## src/rtl/buffer_shift_ctrl.sv

```systemverilog
// Control-side sequencer for the buffer shift register: RAM reads, per-cycle codes, window valid tracking.
// Optional BUFFER_SHIFT_CTRL_PERF_EN adds a busy-cycle counter on perf_cycles.
module buffer_shift_ctrl #(
   parameter int X_MAC      = 4,
   parameter int MUXCONTROL = 4,
   parameter int ADDR_W     = 10,
   parameter int LEN_W      = 8,
   parameter int OUT_LAT    = 3
) (
   input  logic                  clk,
   input  logic                  rst,
   input  logic                  start,
   input  logic                  pad_en,
   input  logic                  swap_en,
   input  logic [LEN_W-1:0]      row_words,
   input  logic [LEN_W-1:0]      num_rows,
   input  logic [ADDR_W-1:0]     base_addr,
   input  logic [ADDR_W-1:0]     row_stride,
   input  logic [X_MAC*2-1:0]    buffermux_cfg,
   input  logic [X_MAC-1:0]      iszero_cfg,
   output logic                  rd_en,
   output logic [ADDR_W-1:0]     rd_addr,
   output logic [MUXCONTROL-1:0] control,
   output logic [X_MAC*2-1:0]    buffermux,
   output logic [X_MAC-1:0]      iszero,
   output logic                  win_valid,
   output logic                  win_last,
   output logic                  busy,
   output logic                  done
`ifdef BUFFER_SHIFT_CTRL_PERF_EN
   ,
   output logic [31:0]           perf_cycles
`endif
);

   localparam logic [MUXCONTROL-1:0] C_IDLE = '1;
   localparam logic [MUXCONTROL-1:0] C_END1 = MUXCONTROL'(8);
   localparam logic [MUXCONTROL-1:0] C_END2 = MUXCONTROL'(9);

   // Each state names the code driven in the cycle after the edge it is seen on.
   typedef enum logic [2:0] {
      S_IDLE, S_INIT, S_UINIT1, S_UINIT2, S_TAIL1, S_TAIL2, S_GAP, S_DRAIN
   } state_t;

   state_t state;

   logic                  pad_q, swap_q;
   logic [LEN_W-1:0]      words_q, rows_q, word, row_cnt;
   logic [ADDR_W-1:0]     stride_q, row_base;
   logic [X_MAC*2-1:0]    bm_q;
   logic [X_MAC-1:0]      iz_q;
   logic [OUT_LAT:0]      vld_pipe, last_pipe;

   logic [MUXCONTROL-1:0] init_code, u1_code, u2_code;
   logic                  row_last;
   state_t                row_end_state;

   assign init_code     = pad_q ? MUXCONTROL'({1'b0, swap_q}) : MUXCONTROL'({3'b010, swap_q});
   assign u1_code       = pad_q ? MUXCONTROL'(2) : MUXCONTROL'(6);
   assign u2_code       = pad_q ? MUXCONTROL'(3) : MUXCONTROL'(7);
   assign row_last      = (row_cnt == rows_q - LEN_W'(1));
   assign row_end_state = row_last ? S_DRAIN : S_GAP;

   assign win_valid = vld_pipe[OUT_LAT];
   assign win_last  = last_pipe[OUT_LAT];

   always_ff @(posedge clk) begin
      if (rst) begin
         state     <= S_IDLE;
         pad_q     <= 1'b0;
         swap_q    <= 1'b0;
         words_q   <= '0;
         rows_q    <= '0;
         word      <= '0;
         row_cnt   <= '0;
         stride_q  <= '0;
         row_base  <= '0;
         bm_q      <= '0;
         iz_q      <= '0;
         vld_pipe  <= '0;
         last_pipe <= '0;
         rd_en     <= 1'b0;
         rd_addr   <= '0;
         control   <= C_IDLE;
         buffermux <= 8'b11_10_01_00;
         iszero    <= '0;
         busy      <= 1'b0;
         done      <= 1'b0;
      end else begin
         rd_en     <= 1'b0;
         done      <= 1'b0;
         vld_pipe  <= {vld_pipe[OUT_LAT-1:0], 1'b0};
         last_pipe <= {last_pipe[OUT_LAT-1:0], 1'b0};
         case (state)
            S_IDLE: begin
               control <= C_IDLE;
               if (start) begin
                  pad_q    <= pad_en;
                  swap_q   <= swap_en;
                  words_q  <= (row_words == '0) ? LEN_W'(1) : row_words;
                  rows_q   <= num_rows;
                  stride_q <= row_stride;
                  bm_q     <= buffermux_cfg;
                  iz_q     <= iszero_cfg;
                  row_cnt  <= '0;
                  row_base <= base_addr;
                  if (num_rows == '0) begin
                     done <= 1'b1;
                  end else begin
                     busy    <= 1'b1;
                     rd_en   <= 1'b1;
                     rd_addr <= base_addr;
                     state   <= S_INIT;
                  end
               end
            end
            S_INIT: begin
               control     <= init_code;
               buffermux   <= bm_q;
               iszero      <= iz_q;
               vld_pipe[0] <= 1'b1;
               word        <= LEN_W'(1);
               if (words_q != LEN_W'(1)) begin
                  rd_en   <= 1'b1;
                  rd_addr <= row_base + ADDR_W'(1);
                  state   <= S_UINIT1;
               end else if (pad_q) begin
                  state <= S_TAIL1;
               end else begin
                  last_pipe[0] <= 1'b1;
                  state        <= row_end_state;
               end
            end
            S_UINIT1: begin
               control     <= u1_code;
               vld_pipe[0] <= 1'b1;
               state       <= S_UINIT2;
            end
            S_UINIT2: begin
               control     <= u2_code;
               vld_pipe[0] <= 1'b1;
               // Next word's read overlaps this code so its UINIT_1 sees RAM data.
               if (word != words_q - LEN_W'(1)) begin
                  rd_en   <= 1'b1;
                  rd_addr <= row_base + ADDR_W'(word) + ADDR_W'(1);
                  word    <= word + LEN_W'(1);
                  state   <= S_UINIT1;
               end else if (pad_q) begin
                  state <= S_TAIL1;
               end else begin
                  last_pipe[0] <= 1'b1;
                  state        <= row_end_state;
               end
            end
            S_TAIL1: begin
               control     <= C_END1;
               vld_pipe[0] <= 1'b1;
               state       <= S_TAIL2;
            end
            S_TAIL2: begin
               control      <= C_END2;
               vld_pipe[0]  <= 1'b1;
               last_pipe[0] <= 1'b1;
               state        <= row_end_state;
            end
            S_GAP: begin
               control  <= C_IDLE;
               rd_en    <= 1'b1;
               rd_addr  <= row_base + stride_q;
               row_base <= row_base + stride_q;
               row_cnt  <= row_cnt + LEN_W'(1);
               state    <= S_INIT;
            end
            S_DRAIN: begin
               control <= C_IDLE;
               if (vld_pipe[OUT_LAT-1:0] == '0) begin
                  done  <= 1'b1;
                  busy  <= 1'b0;
                  state <= S_IDLE;
               end
            end
            default: state <= S_IDLE;
         endcase
      end
   end

`ifdef BUFFER_SHIFT_CTRL_PERF_EN
   always_ff @(posedge clk) begin
      if (rst)
         perf_cycles <= '0;
      else if (state == S_IDLE && start)
         perf_cycles <= '0;
      else if (busy)
         perf_cycles <= perf_cycles + 32'd1;
   end
`endif

endmodule

```

## config.mk

```make
export PLATFORM = sky130hd
export DESIGN_NAME = buffer_shift_ctrl
export DESIGN_NICKNAME = d
export VERILOG_FILES = /design/src/rtl/buffer_shift_ctrl.sv
export SDC_FILE = /design/constraint.sdc
export NUM_CORES = 1
export LEC_CHECK = 0
export CORE_MARGIN = 2
export CORE_UTILIZATION = 41
export CTS_CLUSTER_DIAMETER = 50
export DETAILED_ROUTE_END_ITERATION = 12
export GPL_ROUTABILITY_DRIVEN = 1
export REMOVE_ABC_BUFFERS = 1
export SLEW_MARGIN = 20
export SYNTH_ARGS = -nofsm -noshare
export SYNTH_HDL_FRONTEND = slang
export SYNTH_SLANG_ARGS = --single-unit
```

## constraint.sdc

```tcl
create_clock -name clk -period 3.1 [get_ports clk]
set_input_delay 0.465 -clock clk [delete_from_list [all_inputs] [get_ports clk]]
set_output_delay 0.465 -clock clk [all_outputs]
set_load 0.01 [all_outputs]
```

After elaboration in Yosys (flattened, before gate mapping)
Index checks and enable logic that the tools add are counted.
- $add $sub $neg: 8
- equality and inequality tests: 15
- reductions and logical operators: 16
- muxes and demuxes: 42
- operators by type and width (kind ; count):
    two-way mux 10 bit ; 5
    case mux 10 bit (4 select lines) ; 1
    case mux 8 bit (2 select lines) ; 2
    two-way mux 3 bit ; 8
    two-way mux 8 bit ; 3
    case mux 3 bit (8 select lines) ; 1
    case mux 4 bit (6 select lines) ; 1
    adder 10 x 1 -> 10 bit (second input constant) ; 2
    case mux 10 bit (2 select lines) ; 1
    adder 8 x 1 -> 8 bit (second input constant) ; 2
    logical NOT 8 bit ; 2
    subtractor 8 x 1 -> 8 bit (second input constant) ; 2
    two-way mux 1 bit ; 15
    == test 3 bit (second input constant) ; 4
    adder 10 bit ; 1
    adder 10 x 8 -> 10 bit ; 1
    != test 2 bit (second input constant) ; 5
    == test 8 bit ; 1
    != test 8 x 1 -> 1 bit (second input constant) ; 1
    != test 8 bit ; 1
    == test 3 x 2 -> 1 bit (second input constant) ; 2
    logical NOT 3 bit ; 2
    AND reduction 2 bit ; 3
    nonzero test 2 bit ; 3
    11 further kinds ; 12
- word-level logic and storage cells: 101
- input port bits: 53
- output and inout port bits: 31
- register bits after elaboration: 106

Longest topological paths before layout
Gate-level depths: netlist of the first run.
- word-level depth: 6
- mapped depth: 11
- depth with buffers taken out: 10

Least setup slack after synthesis of the first run
No wires, ideal clock.
- path type: register -> register
- start point: register words_q[0]
- end point: register last_pipe[0]
- buffers on the path: 2
- setup time: 114 ps
- arrival time: 2421 ps
- stages on the path, launching flop included: 12
- data required time: 2986 ps
- path slack: 564 ps
- period minus slack after synthesis: 2536 ps
- cells stage by stage: dfxtp_1 -> inv_1 -> ha_1 -> clkbuf_1 -> xnor2_1 -> xnor2_1 -> a32oi_1 -> nor4_1 -> and2_0 -> clkbuf_1 -> a21oi_1 -> a2111oi_0
- longest elaborated chain between the ends: 4
- elaborated cells on any way between the ends: 6
- classes of those cells: add/sub: 1; eq/ne: 2; mux: 3
- ends and longest elaborated chain (element ; RTL line ; source):
    start, declared ; 48 ; logic [LEN_W-1:0] words_q, rows_q, word, row_cnt;
    start signal, assigned ; 100 ; words_q <= (row_words == '0) ? LEN_W'(1) : row_words;
    subtractor 8 x 1 -> 8 bit ; 143 ; if (word != words_q - LEN_W'(1)) begin
    != test 8 bit ; 143 ;
    two-way mux 1 bit ; 143 ;
    case mux 1 bit (3 select lines) * ; 94 ; case (state)
    end signal, assigned ; 93 ; last_pipe <= {last_pipe[OUT_LAT-1:0], 1'b0};
    end, declared ; 52 ; logic [OUT_LAT:0] vld_pipe, last_pipe;
Every way passes the cells marked *; elsewhere a longest branch is shown, timed or not.
A chain may end at the register's enable or synchronous reset.

Final worst setup path of the first run
Same ends and word-level chain as after synthesis.

==> metrics.txt, run 1 <==
crit-path max cell delay 0.45 ns; largest area contributor in the netlist dfxtp_1; PD cells 636.8 mW/mm²; number of gates resized after CTS 0; post-synthesis async set-or-reset flop share 0%; vias post-DR 5,575; chain of cells forming the critical path inv_1, ha_1, xnor2_1, xnor2_1, a32oi_1, nor4_1, buf_4, and2_0, a21oi_1, a2111oi_0; mean number of vias per cell 5.558; critical path depth 10; cts-stage hold buffer count 0; worst path buffer plus inverter count 2; Setup TNS 0 ns; measured slew at the worst slew-check pin 0.9129 ns; top-area cell type share of the netlist area 36.71%; HPWL after DPL 11,430 µm; # DRC 0; unique cell type count in the Yosys netlist 60; part of the Yosys area used for sequential elements 36.71%; clk slew on worst S/H paths 0.07 ns; worst hold-check path type register to register; maximum capacitance violations 0; starting density of the core 41.81%; largest driver fanout on the critical path 7; CTS root buf clkbuf_16; pin count of the biggest net entering global routing 88; top cells by area in the synthesized netlist dfxtp_1 37%, nand2_1 9.9%, a21oi_1 7.2%; post-detailed-route count of antenna-violating nets 0; Hold Violations, Final 0; EDFF count, synth 0; multi-input logic area 0.003435 mm²; Die W 122.7 µm; Total Wirelength 15,930 µm; VDD IR-drop max 376.2 µV; mean area per synthesized cell 7.759 µm²; Die Y 122.7 µm; peak clock frequency supported by timing 0.3689 GHz; slowest cell on the critical path dfxtp_1; filler cell count 1,351; DR iter-0 viols 356; FF/Latch Area 0.002122 mm²; Global Route Usage Sum 21.56%; ant diodes 0; skew final 0.007074 ns; routability congestion estimate from global placement 0.8444; Slew Limit Headroom 39.14%; nature of the critical path endpoint register; area added between synthesis and finish 23.10%; drt first pass iters 5; average wire per standard cell 15.89 µm; hold path depth 1; maximum buffer depth of the clock tree 2; minimum clock period 2.711 ns; vias in the first global route 5,173; total setup buffers inserted after CTS 0; CTS sink count 106; kind of cell adding the most delay to the critical path compound AO/OA/AOI/OAI gates; most common flop cell mapped by yosys dfxtp_1; clock latency reported for the late side of the worst-skew pair 0.36 ns; final period utilization 87.45%; initial antenna violation count 0; cts bufs inserted 9; nets 896; global-route congestion overflow total 0; ratio of cells with drive above 1 in the final layout 5.468%; dpl cell area 0.006832 mm²; deepest level of the CTS H-tree 3; static leakage power 0.002696 µW; number of storage elements in the synthesis netlist 106; Setup-failing EPs final 0; Critical Path Source Type register; critical path arrival 2.93 ns; Cell Area, Synth 0.005781 mm²; clock tree from TritonCTS yes; outcome completed; global-route wire length before repair 25,700 µm; summed area of non-filler cells in the final layout 0.007116 mm²; count of input and output buffers 83; placeable core area 0.01383 mm²; I/O pin cnt 84; startpoint-to-endpoint class of the critical path register to register; num rows 43; instance count of the mapped netlist 745; cell repeated most along the worst path xnor2_1; area of the die 0.01507 mm²; worst path required time 3.32 ns; yosys synthesis warning count 0; Pins Over Slew Limit 0; number of cells on the worst reg-to-reg path 10; setup repair after global routing missed its margin no
[worst paths after layout]
kind                startpoint           end  slack [ns]
hold reg to reg   last_pipe[0]  last_pipe[1]        0.44
setup reg to reg    words_q[0]  last_pipe[0]        0.39
hold / removal    last_pipe[0]  last_pipe[1]        0.44
setup / recovery    words_q[0]  last_pipe[0]        0.39
[cell type report]
| class | count | share of cell area [%] |
|---|---|---|
| clock buffer | 9 | 3.165 |
| clock inverter | 7 | 0.8264 |
| inverter | 19 | 1.002 |
| multi-input combinational | 579 | 48.27 |
| sequential | 106 | 29.82 |
| tap | 180 | 3.165 |
| timing repair buffer | 103 | 13.75 |
[layout by cell type (no fill, tap or decap), types with 5 or more instances in the layout]
cell type        synthesis  final
a211oi_1                10     10
xor2_1                  19     19
mux2i_1                  5      5
a21oi_1                 83     83
ha_1                    23     23
o31ai_1                  5      5
inv_1                   19     19
a21o_1                   5      5
nor4_1                   7      7
nand4_1                  5      5
nor2b_1                 10     10
clkdlybuf4s50_1          0     82
buf_4                    0     21
o221ai_1                 7      7
nand2b_1                 8      8
nand3_1                 26     26
nand3b_1                 8      8
a311oi_1                 9      9
a22oi_1                  7      7
nor2_1                  58     58
xnor2_1                 22     22
nand2_1                152    152
o21ai_0                 17     17
or3_1                    8      8
o21a_1                   5      5
clkbuf_16                0      9
dfxtp_1                106    106
nor3_1                  17     17
o211ai_1                 9      9
[cells in the mapped netlist (all sizes together) (3+ instances only)]
| library cell | number |
|---|---|
| a211oi | 10 |
| o221ai | 7 |
| a311oi | 9 |
| a22oi | 7 |
| nor2b | 10 |
| o311ai | 4 |
| clkbuf | 32 |
| xor2 | 19 |
| a221oi | 4 |
| nor3 | 17 |
| xnor2 | 22 |
| o31ai | 5 |
| or4 | 4 |
| or3 | 8 |
| buf | 9 |
| and3 | 3 |
| mux2 | 4 |
| nor2 | 58 |
| o21ai | 18 |
| o211ai | 9 |
| nand4 | 5 |
| ha | 23 |
| a21o | 5 |
| a21oi | 83 |
| nand3 | 26 |
| dfxtp | 106 |
| o21a | 5 |
| a211o | 3 |
| nand2b | 8 |
| nand3b | 8 |
| nand2 | 152 |
| nor4 | 7 |
| inv | 19 |
| mux2i | 5 |
[worst register-to-register path: cells and delay by family (launching register included)]
kind	cells	cell delay, ns
flip-flops	1	0.45
adder cells (fa/ha/maj)	1	0.30
XOR/XNOR	2	0.37
AO/OA/AOI/OAI	3	0.66
AND/OR/NAND/NOR	2	0.52
buffers and inverters	2	0.28
[cells by family after synthesis]
group                    count (synthesis)  synth area share (%)
AND/OR/NAND/NOR                        314                 24.48
buffers and inverters                   60                 3.896
flip-flops                             106                 36.71
multiplexers                             9                 1.710
adder cells (fa/ha/maj)                 25                 5.671
AO/OA/AOI/OAI                          190                 21.32
XOR/XNOR                                41                 6.212
[metrics by stage]
stage               cells  total power [µW]  hold slack (ns)  setup slack (ns)  util (%)
floorplan             704              2743           0.4138            0.2871         -
global placement      987              3403           0.4227            0.4672     49.41
detailed placement    987              3438           0.4241            0.4692     49.41
finish               1003              4531           0.4418            0.3890     51.46
CTS                  1003              4571           0.4412            0.4354     51.46
global route         1003              4828           0.4626            0.2323     51.46
[metal layers]
metal | track usage [%] | part of all wire (%) | vias up
li1 | - | - | 2791
met1 | 29.34 | 47 | 2634
met2 | 34.77 | 47 | 131
met3 | 3.578 | 4.2 | 19
met5 | 0 | 0 | -
met4 | 6.825 | 1.2 | 0
[flip-flops by register name, summed over array words and instances, names as in the netlist, 3 cells and up]
signal     flops
buffermux      8
control        4
rows_q         8
iszero         4
words_q        8
bm_q           8
rd_addr       10
vld_pipe       4
iz_q           4
state          3
stride_q      10
word           8
last_pipe      4
row_cnt        8
row_base      10
[power by group]
group          total [µW]  switching (µW)  internal [µW]
logic                1660             953            708
clock network        1120             555            561
registers            1750             188           1570
Power figures use the tool's default switching activity.
==> inputs of run 2 (changes only) <==
--- a/config.mk
+++ b/config.mk
@@ -8,9 +8,11 @@
 export CORE_MARGIN = 2
 export CORE_UTILIZATION = 41
 export CTS_CLUSTER_DIAMETER = 50
+export CTS_CLUSTER_SIZE = 20
 export DETAILED_ROUTE_END_ITERATION = 12
 export GPL_ROUTABILITY_DRIVEN = 1
 export REMOVE_ABC_BUFFERS = 1
+export SKIP_LAST_GASP = 1
 export SLEW_MARGIN = 20
 export SYNTH_ARGS = -nofsm -noshare
 export SYNTH_HDL_FRONTEND = slang
==> results of run 2 <==
The final DEF is identical to that of run 1; final timing and power are the same.
